[config.mk]
export PLATFORM = sky130hd
export DESIGN_NAME = operand_src_pipe_flat
export DESIGN_NICKNAME = d
export VERILOG_FILES = /design/src/rtl/operand_src_pipe_if.sv /design/src/rtl/operand_src_pipe.sv /design/src/flat_wrapper.sv
export SDC_FILE = /design/constraint.sdc
export NUM_CORES = 1
export LEC_CHECK = 0
export CORE_MARGIN = 4
export CORE_UTILIZATION = 40
export DETAILED_ROUTE_END_ITERATION = 16
export MAX_ROUTING_LAYER = met4
export PLACE_DENSITY = 0.92
export SLEW_MARGIN = 20
export SYNTH_ARGS = -nofsm -noshare
export SYNTH_HDL_FRONTEND = slang
export SYNTH_SLANG_ARGS = --single-unit
[constraint.sdc]
create_clock -name clk -period 2.2 [get_ports clk]
set_input_delay 0.66 -clock clk [delete_from_list [all_inputs] [get_ports clk]]
set_output_delay 0.66 -clock clk [all_outputs]
set_load 0.02 [all_outputs]
[src/rtl/operand_src_pipe_if.sv]
`default_nettype none
// +--------------------------------------------------------------------------+
// | operand_src_pipe_if                                                       |
// | Decode-side request, forwarding taps and ALU-side handshake for src1.     |
// | Revision: 1.0                                                             |
// +--------------------------------------------------------------------------+
interface operand_src_pipe_if #(
  parameter int WIDTH    = 32,
  parameter int PC_WIDTH = 4,
  parameter int ADDR_W   = 4
);
  logic              in_valid;
  logic              in_ready;
  logic [1:0]        select;
  logic [WIDTH-1:0]  rn;
  logic [ADDR_W-1:0] rn_addr;
  logic [WIDTH-1:0]  rs;
  logic [ADDR_W-1:0] rs_addr;
  logic [PC_WIDTH-1:0] pc_out;
  logic              fwd_ex_valid;
  logic [ADDR_W-1:0] fwd_ex_addr;
  logic [WIDTH-1:0]  fwd_ex_data;
  logic              fwd_mem_valid;
  logic [ADDR_W-1:0] fwd_mem_addr;
  logic [WIDTH-1:0]  fwd_mem_data;
  logic              flush;
  logic              out_valid;
  logic              out_ready;
  logic [WIDTH-1:0]  src1;
  logic              src1_fwd;

  modport master (
    output in_valid, select, rn, rn_addr, rs, rs_addr, pc_out,
           fwd_ex_valid, fwd_ex_addr, fwd_ex_data,
           fwd_mem_valid, fwd_mem_addr, fwd_mem_data,
           flush, out_ready,
    input  in_ready, out_valid, src1, src1_fwd
  );

  modport slave (
    input  in_valid, select, rn, rn_addr, rs, rs_addr, pc_out,
           fwd_ex_valid, fwd_ex_addr, fwd_ex_data,
           fwd_mem_valid, fwd_mem_addr, fwd_mem_data,
           flush, out_ready,
    output in_ready, out_valid, src1, src1_fwd
  );
endinterface
`default_nettype wire

[src/rtl/operand_src_pipe.sv]
`default_nettype none
// +--------------------------------------------------------------------------+
// | operand_src_pipe                                                          |
// | ALU src1 select (Rn/Rs/PC/zero) with EX/MEM forwarding, delivered through |
// | a two-entry valid/ready skid buffer. Forwarding exists only when the      |
// | macro OPSEL_FWD_EN is defined.                                            |
// | Revision: 1.0                                                             |
// +--------------------------------------------------------------------------+
module operand_src_pipe #(
  parameter int WIDTH    = 32,
  parameter int PC_WIDTH = 4,
  parameter int ADDR_W   = 4
) (
  input  wire logic           clk,
  input  wire logic           rst,
  operand_src_pipe_if.slave   bus
);

  typedef enum logic [1:0] {
    ST_EMPTY = 2'd0,
    ST_ONE   = 2'd1,
    ST_FULL  = 2'd2
  } state_e;

  state_e            state_q, state_d;
  logic [WIDTH-1:0]  main_data_q, main_data_d;
  logic              main_fwd_q, main_fwd_d;
  logic [WIDTH-1:0]  skid_data_q, skid_data_d;
  logic              skid_fwd_q, skid_fwd_d;

  logic              w_in_ready;
  logic              w_out_valid;
  logic              w_accept;
  logic              w_fire;
  logic [WIDTH-1:0]  w_pc_ext;
  logic [WIDTH-1:0]  w_reg_val;
  logic [ADDR_W-1:0] w_reg_addr;
  logic [WIDTH-1:0]  w_opnd;
  logic              w_opnd_fwd;

  // in_ready depends only on registered state and rst, never on out_ready.
  assign w_in_ready  = !rst && (state_q != ST_FULL);
  assign w_out_valid = (state_q != ST_EMPTY);
  assign w_accept    = bus.in_valid && w_in_ready && !bus.flush;
  assign w_fire      = w_out_valid && bus.out_ready;

  assign w_reg_val  = bus.select[0] ? bus.rs      : bus.rn;
  assign w_reg_addr = bus.select[0] ? bus.rs_addr : bus.rn_addr;

`ifdef OPSEL_FWD_EN
  logic w_ex_hit;
  logic w_mem_hit;
  assign w_ex_hit  = bus.fwd_ex_valid  && (bus.fwd_ex_addr  == w_reg_addr);
  assign w_mem_hit = bus.fwd_mem_valid && (bus.fwd_mem_addr == w_reg_addr);
`else
  logic w_unused_fwd;
  assign w_unused_fwd = ^{bus.fwd_ex_valid, bus.fwd_ex_addr, bus.fwd_ex_data,
                          bus.fwd_mem_valid, bus.fwd_mem_addr, bus.fwd_mem_data,
                          w_reg_addr};
`endif

  always_comb begin
    w_pc_ext                 = '0;
    w_pc_ext[PC_WIDTH-1:0]   = bus.pc_out;
    w_opnd                   = '0;
    w_opnd_fwd               = 1'b0;
    case (bus.select)
      2'b00, 2'b01: begin
`ifdef OPSEL_FWD_EN
        // The younger EX result shadows the older MEM result.
        if (w_ex_hit) begin
          w_opnd     = bus.fwd_ex_data;
          w_opnd_fwd = 1'b1;
        end else if (w_mem_hit) begin
          w_opnd     = bus.fwd_mem_data;
          w_opnd_fwd = 1'b1;
        end else begin
          w_opnd     = w_reg_val;
        end
`else
        w_opnd = w_reg_val;
`endif
      end
      2'b10:   w_opnd = w_pc_ext;
      default: w_opnd = '0;
    endcase
  end

  always_comb begin
    state_d     = state_q;
    main_data_d = main_data_q;
    main_fwd_d  = main_fwd_q;
    skid_data_d = skid_data_q;
    skid_fwd_d  = skid_fwd_q;
    case (state_q)
      ST_EMPTY: begin
        if (w_accept) begin
          state_d     = ST_ONE;
          main_data_d = w_opnd;
          main_fwd_d  = w_opnd_fwd;
        end
      end
      ST_ONE: begin
        if (w_accept && w_fire) begin
          main_data_d = w_opnd;
          main_fwd_d  = w_opnd_fwd;
        end else if (w_accept) begin
          state_d     = ST_FULL;
          skid_data_d = w_opnd;
          skid_fwd_d  = w_opnd_fwd;
        end else if (w_fire) begin
          state_d     = ST_EMPTY;
        end
      end
      ST_FULL: begin
        if (w_fire) begin
          state_d     = ST_ONE;
          main_data_d = skid_data_q;
          main_fwd_d  = skid_fwd_q;
        end
      end
      default: state_d = ST_EMPTY;
    endcase
    // A fire in the flush cycle still completes; everything behind it is lost.
    if (bus.flush) begin
      state_d = ST_EMPTY;
    end
  end

  always_ff @(posedge clk) begin
    if (rst) begin
      state_q     <= ST_EMPTY;
      main_data_q <= '0;
      main_fwd_q  <= 1'b0;
      skid_data_q <= '0;
      skid_fwd_q  <= 1'b0;
    end else begin
      state_q     <= state_d;
      main_data_q <= main_data_d;
      main_fwd_q  <= main_fwd_d;
      skid_data_q <= skid_data_d;
      skid_fwd_q  <= skid_fwd_d;
    end
  end

  assign bus.in_ready  = w_in_ready;
  assign bus.out_valid = w_out_valid;
  assign bus.src1      = main_data_q;
  assign bus.src1_fwd  = main_fwd_q;

endmodule
`default_nettype wire

[src/flat_wrapper.sv]
// flat-port wrapper written by rule: the top's interface ports become plain ports
module operand_src_pipe_flat 
#(
  parameter int WIDTH    = 32,
  parameter int PC_WIDTH = 4,
  parameter int ADDR_W   = 4
)
  (clk, rst, bus_in_valid, bus_select, bus_rn, bus_rn_addr, bus_rs, bus_rs_addr, bus_pc_out, bus_fwd_ex_valid, bus_fwd_ex_addr, bus_fwd_ex_data, bus_fwd_mem_valid, bus_fwd_mem_addr, bus_fwd_mem_data, bus_flush, bus_out_ready, bus_in_ready, bus_out_valid, bus_src1, bus_src1_fwd);
  operand_src_pipe_if #(.WIDTH(WIDTH), .PC_WIDTH(PC_WIDTH), .ADDR_W(ADDR_W)) bus_i ();
  input  wire logic clk;
  input  wire logic rst;
  input wire logic [$bits(bus_i.in_valid)-1:0] bus_in_valid;
  input wire logic [$bits(bus_i.select)-1:0] bus_select;
  input wire logic [$bits(bus_i.rn)-1:0] bus_rn;
  input wire logic [$bits(bus_i.rn_addr)-1:0] bus_rn_addr;
  input wire logic [$bits(bus_i.rs)-1:0] bus_rs;
  input wire logic [$bits(bus_i.rs_addr)-1:0] bus_rs_addr;
  input wire logic [$bits(bus_i.pc_out)-1:0] bus_pc_out;
  input wire logic [$bits(bus_i.fwd_ex_valid)-1:0] bus_fwd_ex_valid;
  input wire logic [$bits(bus_i.fwd_ex_addr)-1:0] bus_fwd_ex_addr;
  input wire logic [$bits(bus_i.fwd_ex_data)-1:0] bus_fwd_ex_data;
  input wire logic [$bits(bus_i.fwd_mem_valid)-1:0] bus_fwd_mem_valid;
  input wire logic [$bits(bus_i.fwd_mem_addr)-1:0] bus_fwd_mem_addr;
  input wire logic [$bits(bus_i.fwd_mem_data)-1:0] bus_fwd_mem_data;
  input wire logic [$bits(bus_i.flush)-1:0] bus_flush;
  input wire logic [$bits(bus_i.out_ready)-1:0] bus_out_ready;
  output wire logic [$bits(bus_i.in_ready)-1:0] bus_in_ready;
  output wire logic [$bits(bus_i.out_valid)-1:0] bus_out_valid;
  output wire logic [$bits(bus_i.src1)-1:0] bus_src1;
  output wire logic [$bits(bus_i.src1_fwd)-1:0] bus_src1_fwd;
  assign bus_i.in_valid = bus_in_valid;
  assign bus_i.select = bus_select;
  assign bus_i.rn = bus_rn;
  assign bus_i.rn_addr = bus_rn_addr;
  assign bus_i.rs = bus_rs;
  assign bus_i.rs_addr = bus_rs_addr;
  assign bus_i.pc_out = bus_pc_out;
  assign bus_i.fwd_ex_valid = bus_fwd_ex_valid;
  assign bus_i.fwd_ex_addr = bus_fwd_ex_addr;
  assign bus_i.fwd_ex_data = bus_fwd_ex_data;
  assign bus_i.fwd_mem_valid = bus_fwd_mem_valid;
  assign bus_i.fwd_mem_addr = bus_fwd_mem_addr;
  assign bus_i.fwd_mem_data = bus_fwd_mem_data;
  assign bus_i.flush = bus_flush;
  assign bus_i.out_ready = bus_out_ready;
  assign bus_in_ready = bus_i.in_ready;
  assign bus_out_valid = bus_i.out_valid;
  assign bus_src1 = bus_i.src1;
  assign bus_src1_fwd = bus_i.src1_fwd;
  operand_src_pipe #(.WIDTH(WIDTH), .PC_WIDTH(PC_WIDTH), .ADDR_W(ADDR_W)) u_core (.clk(clk), .rst(rst), .bus(bus_i));
endmodule
==> impl_results.md <==
- Die area: 10,900 sq um
- Final net count: around 670
- I/O Pins: roughly 190
- Port Buf Inserts: between 100 and 150
- Cts bufs inserted: 9
- P_sw: roughly 740 uW
- Commonest non-fill, non-tap cell in the layout: clkdlybuf4s50_1
- Mapped Nets: 572
- Post-CTS setup repair buffer count: 0
- Sw Share: between 20% and 30%
- Syn Std Cell Area: roughly 3700 sq um
- CTS Buffer Depth: 2
- Setup TNS: 0 ns
- CTS Sinks: 66
- Crit path kind: flop to output port
- Synth Register Bits: 66
- Vias: 3,868
- Clock network power share: between 30% and 40%
- Share of layout cells above drive strength 1: 18.0%
- Yosys Warn Count: 0
- Fin crit share: between 90% and 100%
- CTS clk-pin slew, worst paths: 0.07 ns
- Vias per cell: between 6 and 7
- Critical path cell sequence: nor2b_2 -> nor2_1 -> dlygate4sd2_1
- Max incr delay on CP: 0.36 ns
- CP Launch Type: flop
- Row cnt: 34
- First-pass GRT wire length: 18.6 mm
- Internal Pwr Total: ~2200 uW
- Die width: ~100 um
- Root Driver: clkbuf_8
- Worst EP required: 1.54 ns
- Slowest library cell on the worst path: dfxtp_1
- Worst vdd ir: approximately 0.37 mV
- Status: completed
- DRC errors left: 0
- Final hold slack: about 0.48 ns
- # hold bufs at CTS: 0
- Htree depth: 3
- Hold WC Path Type: flop to flop
- Max Clk Rate: approximately 480 MHz
- Initial DRC Count: 372
- Detailed placement HPWL: around 8.1 mm
- Sequential share of power: between 40% and 50%
- Worst path arrival time: between 1 and 1.5 ns
- Total track usage: 21.3%
- Vias in the first global route: between 3,000 and 4,000
- Largest net degree at the start of global routing: 36
- Placed cells: between 600 and 700
- Syn Inst Count: just over 400
- Post-route clock skew: roughly 0.0051 ns
- LEAKAGE: ~0.0017 uW
- Routed wire length: 11.6 mm
- CP Capture Type: output port
- RSZ-0062 raised after global routing: no
- Most frequent cells in the layout: 104 x clkdlybuf4s50_1, 66 x dfxtp_1, 56 x a311oi_1, 39 x a21oi_1, 37 x buf_4
- Number of distinct library cells after synthesis: 33
- Non-Filler Instances: around 630
- Core area: a little under 9000 sq um
- Worst-Skew Late Latency: between 0.3 and 0.4 ns
- Routability cong.: roughly 0.89
- Mapped Avg Cell Area: ~8.9 sq um
- Initial antenna violation count: 0
- CTS tree: yes
- Post-synthesis sequential area ratio: 35.6%
- DR WL/cell: 18.6 um
- Gate power share: 20.2%
- Detail Route Antenna Nets: 0
- Ant diodes: 0
- Tmin final: 2.06 ns
- Fin. Hold Viols: 0
- Grt ovf: 0
- # setup viols final: 0
- Layout Area Growth over Synthesis: 39.3%
- Slew Limit Fails: 0
- Height of the die: ~100 um
- Initial Utilization: between 40% and 50%
- First drt pass iteration count: 5
- CP Max Fanout: 5
- Cell Pwr Density: 559 nW/um^2
- Max Cap Viol: 0
area by class of cell:
cell class | count | area [sq um]
clock inverters | 2 | 35.0
inverters | 1 | 3.75
clock buffers | 13 | 169
repair buffers | 146 | 1370
well taps | 108 | 135
flip-flops and latches | 66 | 1320
multi-input cells | 290 | 2140
fillers | 735 | 3720
cells in the mapped netlist (all sizes together):
cell     instances  area (sq um)
dfxtp           66          1320
a311oi          56           490
a21oi           39           195
clkbuf          35           134
mux2            32           360
nand2           30           113
nand3b          29           218
nand4b          28           245
o21ai           28           140
buf             23           141
a211oi           8          60.1
nor2             7          26.3
nor2b            6          37.5
and3b            5          43.8
o311ai           4          35.0
o41ai            4          35.0
nand2b           3          18.8
or2              2          12.5
a31oi            1          6.26
and2b            1          7.51
conb             1          3.75
inv              1          3.75
nand4bb          1          11.3
nor3             1          5.00
nor4bb           1          10.0
o21a             1          7.51
o31ai            1          21.3
or3b             1          8.76
critical path, delay by kind of cell (launching register included):
family | cells | cell delay [ns]
simple gates | 2 | 0.34
flops | 1 | 0.36
buf+inv | 1 | 0.36
kinds of logic (layout without fill, tap and decap cells):
kind of cell,Yosys count,after routing,synth area share (%)
compound gates,142,142,26.7
buf+inv,59,162,7.52
flops,66,66,35.6
mux,32,32,9.71
other cells,1,1,0.101
simple gates,115,115,20.4
metrics by stage:
step | cell area (sq um) | utilization [%] | power, uW | setup WS [ns]
after global routing | 5170 | 58.1 | 3000 | 0.0762
final | 5170 | 58.1 | 2890 | 0.136
after floorplan | 3710 | - | 1580 | 0.0697
after global placement | 4970 | 55.9 | 1840 | -0.116
after detailed placement | 4970 | 55.9 | 1860 | -0.144
after CTS | 5170 | 58.1 | 2900 | 0.139
flip-flops by register name (all words and copies together) (netlist names):
name and count:
u_core.bus.src1 32, u_core.skid_data_q 32, u_core.state_q 2
power by group through the flow:
stage | sequential [uW] | clock (uW) | combinational, uW
after floorplan | 1310 | 0 | 268
after global placement | 1270 | 0 | 563
after detailed placement | 1280 | 0 | 581
after CTS | 1250 | 1070 | 582
after global routing | 1250 | 1120 | 622
final | 1250 | 1060 | 584
metal layers:
layer	part of all wire [%]	GRT usage, %
met5	0	-
met4	2.7	9.59
met2	50	35.5
met3	8.7	5.96
met1	39	23.8
final timing paths:
check	endpoint	slack, ns	depth (start not counted)	from
worst max-delay path	bus_in_ready	0.14	3	u_core.state_q[1]
worst min register to register	u_core.skid_data_q[31]	0.48	2	u_core.skid_data_q[31]
worst max register to register	u_core.bus.src1[30]	0.55	5	u_core.state_q[1]
worst min-delay path	u_core.skid_data_q[31]	0.48	2	u_core.skid_data_q[31]
repair_timing:
action | in CTS | in global routing
setup endpoints to repair | 2 | 0
resized for setup | 2 | 0
hold endpoints to repair | 0 | 0
(Power assumes the default switching activity.)
